==> src/rtl/mem_port_arbiter_if.sv <==
// Bus bundle between the two requesters (fetch and Memory stage), the memory
// array and the arbiter that shares the single memory port between them.
interface mem_port_arbiter_if #(
    parameter int unsigned AW = 8,
    parameter int unsigned DW = 8
);
    // Fetch requester
    logic          i_req;
    logic [AW-1:0] i_addr;
    logic          i_gnt;
    logic          i_rvalid;
    logic [DW-1:0] i_rdata;
    logic          i_stall;

    // Data requester
    logic          d_req;
    logic          d_we;
    logic [AW-1:0] d_addr;
    logic [DW-1:0] d_wdata;
    logic          d_gnt;
    logic          d_rvalid;
    logic [DW-1:0] d_rdata;
    logic          d_stall;

    // Memory array port
    logic          mem_en;
    logic          mem_we;
    logic [AW-1:0] mem_addr;
    logic [DW-1:0] mem_wdata;
    logic [DW-1:0] mem_rdata;

    // Arbiter side
    modport slave (
        input  i_req, i_addr, d_req, d_we, d_addr, d_wdata, mem_rdata,
        output i_gnt, i_rvalid, i_rdata, i_stall,
        output d_gnt, d_rvalid, d_rdata, d_stall,
        output mem_en, mem_we, mem_addr, mem_wdata
    );

    // Requester / memory side
    modport master (
        output i_req, i_addr, d_req, d_we, d_addr, d_wdata, mem_rdata,
        input  i_gnt, i_rvalid, i_rdata, i_stall,
        input  d_gnt, d_rvalid, d_rdata, d_stall,
        input  mem_en, mem_we, mem_addr, mem_wdata
    );
endinterface

==> src/rtl/mem_port_arbiter.sv <==
// Single-port memory arbiter between instruction fetch (I) and Memory-stage
// load/store (D). D wins by default; a starvation counter forces an I grant
// after STARVE_MAX consecutive denied I cycles. Each read is tagged so the
// synchronous-read data returns to the right requester one cycle later.
module mem_port_arbiter #(
    parameter int unsigned AW         = 8,
    parameter int unsigned DW         = 8,
    parameter int unsigned STARVE_MAX = 3
) (
    input  logic                clk,
    input  logic                rst,
    mem_port_arbiter_if.slave   bus
);
    localparam logic [3:0] StarveMax = 4'(STARVE_MAX);

    typedef enum logic [1:0] {
        StIdle,
        StRdI,
        StRdD
    } tag_e;

    tag_e          tag_q, tag_d;
    logic [3:0]    starve_q, starve_d;

    logic          force_i;
    logic          i_gnt;
    logic          d_gnt;
    logic          mem_en;
    logic          mem_we;
    logic [AW-1:0] mem_addr;
    logic [DW-1:0] mem_wdata;
    logic          i_rvalid;
    logic          d_rvalid;
    logic [DW-1:0] i_rdata;
    logic [DW-1:0] d_rdata;

    // Grant decision: D has priority unless fetch has starved long enough.
    always_comb begin
        force_i = bus.i_req & (starve_q == StarveMax);
        d_gnt   = ~rst & bus.d_req & ~force_i;
        i_gnt   = ~rst & bus.i_req & ~d_gnt;
    end

    // Memory port mux; idle port drives all zeros.
    always_comb begin
        mem_en    = 1'b0;
        mem_we    = 1'b0;
        mem_addr  = '0;
        mem_wdata = '0;
        if (d_gnt) begin
            mem_en    = 1'b1;
            mem_we    = bus.d_we;
            mem_addr  = bus.d_addr;
            mem_wdata = bus.d_wdata;
        end else if (i_gnt) begin
            mem_en    = 1'b1;
            mem_addr  = bus.i_addr;
        end
    end

    // Next-state for the starvation counter and the read-return tag.
    always_comb begin
        starve_d = starve_q;
        tag_d    = StIdle;
        if (bus.i_req & ~i_gnt) begin
            if (starve_q < StarveMax) begin
                starve_d = starve_q + 4'd1;
            end
        end else begin
            starve_d = 4'd0;
        end
        // Stores leave the tag idle: nothing comes back from the array.
        if (d_gnt & ~bus.d_we) begin
            tag_d = StRdD;
        end else if (i_gnt) begin
            tag_d = StRdI;
        end
    end

    // State registers with synchronous reset.
    always_ff @(posedge clk) begin
        if (rst) begin
            starve_q <= 4'd0;
            tag_q    <= StIdle;
        end else begin
            starve_q <= starve_d;
            tag_q    <= tag_d;
        end
    end

    // Route returning read data; rst masks a read granted just before reset.
    always_comb begin
        i_rvalid = ~rst & (tag_q == StRdI);
        d_rvalid = ~rst & (tag_q == StRdD);
        i_rdata  = i_rvalid ? bus.mem_rdata : '0;
        d_rdata  = d_rvalid ? bus.mem_rdata : '0;
    end

    assign bus.i_gnt     = i_gnt;
    assign bus.d_gnt     = d_gnt;
    assign bus.i_stall   = bus.i_req & ~i_gnt;
    assign bus.d_stall   = bus.d_req & ~d_gnt;
    assign bus.mem_en    = mem_en;
    assign bus.mem_we    = mem_we;
    assign bus.mem_addr  = mem_addr;
    assign bus.mem_wdata = mem_wdata;
    assign bus.i_rvalid  = i_rvalid;
    assign bus.i_rdata   = i_rdata;
    assign bus.d_rvalid  = d_rvalid;
    assign bus.d_rdata   = d_rdata;
endmodule

==> src/flat_wrapper.sv <==
// flat-port wrapper written by rule: the top's interface ports become plain ports
module mem_port_arbiter_flat 
#(
    parameter int unsigned AW         = 8,
    parameter int unsigned DW         = 8,
    parameter int unsigned STARVE_MAX = 3
)
  (clk, rst, bus_i_req, bus_i_addr, bus_d_req, bus_d_we, bus_d_addr, bus_d_wdata, bus_mem_rdata, bus_i_gnt, bus_i_rvalid, bus_i_rdata, bus_i_stall, bus_d_gnt, bus_d_rvalid, bus_d_rdata, bus_d_stall, bus_mem_en, bus_mem_we, bus_mem_addr, bus_mem_wdata);
  mem_port_arbiter_if #(.AW(AW), .DW(DW)) bus_i ();
  input  logic clk;
  input  logic rst;
  input wire logic [$bits(bus_i.i_req)-1:0] bus_i_req;
  input wire logic [$bits(bus_i.i_addr)-1:0] bus_i_addr;
  input wire logic [$bits(bus_i.d_req)-1:0] bus_d_req;
  input wire logic [$bits(bus_i.d_we)-1:0] bus_d_we;
  input wire logic [$bits(bus_i.d_addr)-1:0] bus_d_addr;
  input wire logic [$bits(bus_i.d_wdata)-1:0] bus_d_wdata;
  input wire logic [$bits(bus_i.mem_rdata)-1:0] bus_mem_rdata;
  output wire logic [$bits(bus_i.i_gnt)-1:0] bus_i_gnt;
  output wire logic [$bits(bus_i.i_rvalid)-1:0] bus_i_rvalid;
  output wire logic [$bits(bus_i.i_rdata)-1:0] bus_i_rdata;
  output wire logic [$bits(bus_i.i_stall)-1:0] bus_i_stall;
  output wire logic [$bits(bus_i.d_gnt)-1:0] bus_d_gnt;
  output wire logic [$bits(bus_i.d_rvalid)-1:0] bus_d_rvalid;
  output wire logic [$bits(bus_i.d_rdata)-1:0] bus_d_rdata;
  output wire logic [$bits(bus_i.d_stall)-1:0] bus_d_stall;
  output wire logic [$bits(bus_i.mem_en)-1:0] bus_mem_en;
  output wire logic [$bits(bus_i.mem_we)-1:0] bus_mem_we;
  output wire logic [$bits(bus_i.mem_addr)-1:0] bus_mem_addr;
  output wire logic [$bits(bus_i.mem_wdata)-1:0] bus_mem_wdata;
  assign bus_i.i_req = bus_i_req;
  assign bus_i.i_addr = bus_i_addr;
  assign bus_i.d_req = bus_d_req;
  assign bus_i.d_we = bus_d_we;
  assign bus_i.d_addr = bus_d_addr;
  assign bus_i.d_wdata = bus_d_wdata;
  assign bus_i.mem_rdata = bus_mem_rdata;
  assign bus_i_gnt = bus_i.i_gnt;
  assign bus_i_rvalid = bus_i.i_rvalid;
  assign bus_i_rdata = bus_i.i_rdata;
  assign bus_i_stall = bus_i.i_stall;
  assign bus_d_gnt = bus_i.d_gnt;
  assign bus_d_rvalid = bus_i.d_rvalid;
  assign bus_d_rdata = bus_i.d_rdata;
  assign bus_d_stall = bus_i.d_stall;
  assign bus_mem_en = bus_i.mem_en;
  assign bus_mem_we = bus_i.mem_we;
  assign bus_mem_addr = bus_i.mem_addr;
  assign bus_mem_wdata = bus_i.mem_wdata;
  mem_port_arbiter #(.AW(AW), .DW(DW), .STARVE_MAX(STARVE_MAX)) u_core (.clk(clk), .rst(rst), .bus(bus_i));
endmodule
==> config.mk <==
export PLATFORM = sky130hd
export DESIGN_NAME = mem_port_arbiter_flat
export DESIGN_NICKNAME = d
export VERILOG_FILES = /design/src/rtl/mem_port_arbiter_if.sv /design/src/rtl/mem_port_arbiter.sv /design/src/flat_wrapper.sv
export SDC_FILE = /design/constraint.sdc
export NUM_CORES = 1
export LEC_CHECK = 0
export ABC_AREA = 1
export CORE_MARGIN = 2
export CORE_UTILIZATION = 26
export DETAILED_ROUTE_END_ITERATION = 16
export PLACE_DENSITY_LB_ADDON = 0.12
export SYNTH_ARGS = -nofsm -noshare
export SYNTH_HDL_FRONTEND = slang
export SYNTH_SLANG_ARGS = --single-unit
==> constraint.sdc <==
create_clock -name clk -period 2.1 [get_ports clk]
set_clock_uncertainty 0.2 [all_clocks]
set_input_delay 0.63 -clock clk [delete_from_list [all_inputs] [get_ports clk]]
set_output_delay 0.63 -clock clk [all_outputs]
set_load 0.005 [all_outputs]
==> results_dict.tcl <==
set metrics [dict create \
    total_power_uw 497 \
    fin_ws_ns -0.195 \
    synthTopCellsByCount "nor2_1, inv_1, nand3_1" \
    worstSetupEndpointType "primary output" \
    synthFlopType "dfxtp_1" \
    clkTransAtPathRegs_ns 0.04 \
    crit_path_end "bus_mem_addr[1]" \
    finalCritPeriodShare_pct 109 \
    pin_count 77 \
    synth.cell_area_um2 622 \
    synth_area_leaders "dfxtp_1, nor2_1, inv_1" \
    cts_hold_buf 0 \
    drt_iter0_markers 10 \
    grtUsageTotal_pct 22.5 \
    clock_sinks 6 \
    worstPathMaxFanout 4 \
    place_hpwl_mm 1.93 \
    cts_inserted_buffers 3 \
    place_ws_ns -0.942 \
    yosysMostFrequentCell "nor2_1" \
    hold_viol 0 \
    rsz0062_at_grt "true" \
    wl_mm 3.32 \
    diodes 0 \
    ys_async_sr_fraction_pct 0 \
    outcome "finished with violations" \
    core_um2 2230 \
    die_y_um 52.9 \
    ys_warn_count 0 \
    worstMarginPinSlew_ns 0.237 \
    routedWlPerCell_um 13.3 \
    synth_top_area_cell "dfxtp_1" \
    cp-start-kind "input pin" \
    setup_viol 21 \
    hold_path.class "reg2reg" \
    first_pass_iters 7 \
    violations "setup timing" \
    r2r_end "u_core.tag_q[1]" \
    drv_slew 0 \
    rr_startpoint "u_core.starve_q[1]" \
    num-nets-final 262 \
    cp-startpoint "rst" \
    cp.arrival_ns 1.46 \
    via_per_inst 4.42 \
    num_vias 1106 \
    io_buffer_count 76 \
    timing.final.crit_period_ns 2.29 \
    synthCells 113 \
    synth_area_per_cell_um2 5.50 \
    ys_types 16 \
    row_count 17 \
    drive_gt1_share_pct 56.8 \
    die_w_um 52.9 \
    dieArea_um2 2800 \
    critPathKind "in2out" \
    clock_latency_ns 0.24 \
    cap_violations 0 \
    area_growth_pct 201 \
    grt_pass1_wl_mm 4.70 \
    synth_seq_area_share_pct 19.3 \
    ir_drop_mv 0.401 \
    leakage_nw 0.998 \
    reg2reg_slack_ns 0.65 \
    cts_htree_levels 1 \
    r2r_cells 9 \
    grt_max_degree 10 \
    synth_top_area_share_pct 19.3 \
    synth-edff-count 0 \
    start_util_pct 27.8 \
    grt_pass1_vias 1108 \
    drc 0 \
    gp_congestion 0.684 \
    cts_buffer_depth 2 \
    synth_fp_nets 151 \
    antenna_found_initial 0 \
    cts_tree "built" \
    slew_headroom_pct 84.2 \
    power_density_nw_per_um2 265 \
    fmax_mhz 436 \
    antenna_left 0 \
    root_buffer "clkbuf_4" \
    globalRouteOverflowTotal 0 \
    cp.required_ns 1.27 \
    synth-seq-cells 6 \
]
==> what timing repair did <==
action | CTS | global route
endpoints found under the setup margin | 40 | 39
resized for setup | 198 | 61
pin swaps | 16 | 9
setup buffers | 18 | 5
cloned | 1 | 0
==> worst max-delay path: stages <==
cell and delay [ns]:
buf_12 0.12, nor2_8 0.15, buf_6 0.14, buf_6 0.10, buf_6 0.09, nand3_2 0.07, nand2_1 0.07, buf_2 0.11
==> cell type report <==
type,count,area [um^2]
clock buffer,3,22.5
fill,137,360
inverter,29,131
multi-input combinational,76,623
sequential,6,123
tap,28,35.0
timing repair buffer,108,938
==> cells by family (layout without fill, tap and decap cells) <==
logic type,after synthesis,after routing,share of synthesized area (%)
buf+inv,31,140,20.5
compound gates,3,3,2.41
fa+ha+maj,1,1,2.01
flops,6,6,19.3
simple gates,72,72,55.7
==> layer usage <==
metal  wire (um)  global-route usage, %  part of all wire [%]  up-vias
met2        1870                   42.9                    56       42
met5           0                      0                     0        -
met4         104                   8.12                   3.1        0
li1            -                      -                     -      558
met1        1130                   23.3                    34      496
met3         216                   5.65                   6.5       10
==> layout by cell type, fill, tap and decap left out, drive strengths merged <==
cell / instances
clkdlybuf4s50: 22
nand2: 17
dfxtp: 6
nand3b: 1
nor2: 35
inv: 28
ha: 1
clkinv: 1
clkbuf: 4
nand3: 19
buf: 65
clkdlybuf4s15: 4
a21oi: 3
dlymetal6s2s: 2
dlygate4sd2: 14
==> sequential cells by signal, summed over array words and instances (netlist names) <==
signal and cells:
u_core.tag_q 2, u_core.starve_q 4
==> worst min-delay path by stage <==
stage | slack, ns | end | cells past startpoint | from
2_1_floorplan | 0.24 | u_core.starve_q[2] | 2 | u_core.starve_q[2]
3_3_place_gp | 0.25 | u_core.starve_q[2] | 2 | u_core.starve_q[2]
3_5_place_dp | 0.25 | u_core.starve_q[3] | 2 | u_core.starve_q[3]
4_1_cts | 0.26 | u_core.starve_q[3] | 2 | u_core.starve_q[3]
5_1_grt | 0.30 | u_core.starve_q[3] | 2 | u_core.starve_q[3]
6_report | 0.26 | u_core.starve_q[3] | 2 | u_core.starve_q[3]
==> power by group <==
part | total, mW | leakage [nW] | internal, mW | switching, mW
Combinational | 0.271 | 0.935 | 0.157 | 0.114
Sequential | 0.121 | 0.0498 | 0.117 | 0.00322
Clock | 0.106 | 0.0138 | 0.0646 | 0.0412
==> metrics by stage <==
step	std cells	util (%)	hold WS (ns)	instance area (um^2)	TNS (ns)
after floorplan	113	-	0.243	622	0
after global placement	226	67.5	0.248	1510	-35.11
after detailed placement	226	67.5	0.252	1510	-35.85
after CTS	248	76.4	0.259	1710	-2.90
after global routing	250	83.9	0.299	1870	-4.14
final	250	83.9	0.257	1870	-2.94
Note: power is estimated with default switching activity, not from simulation.
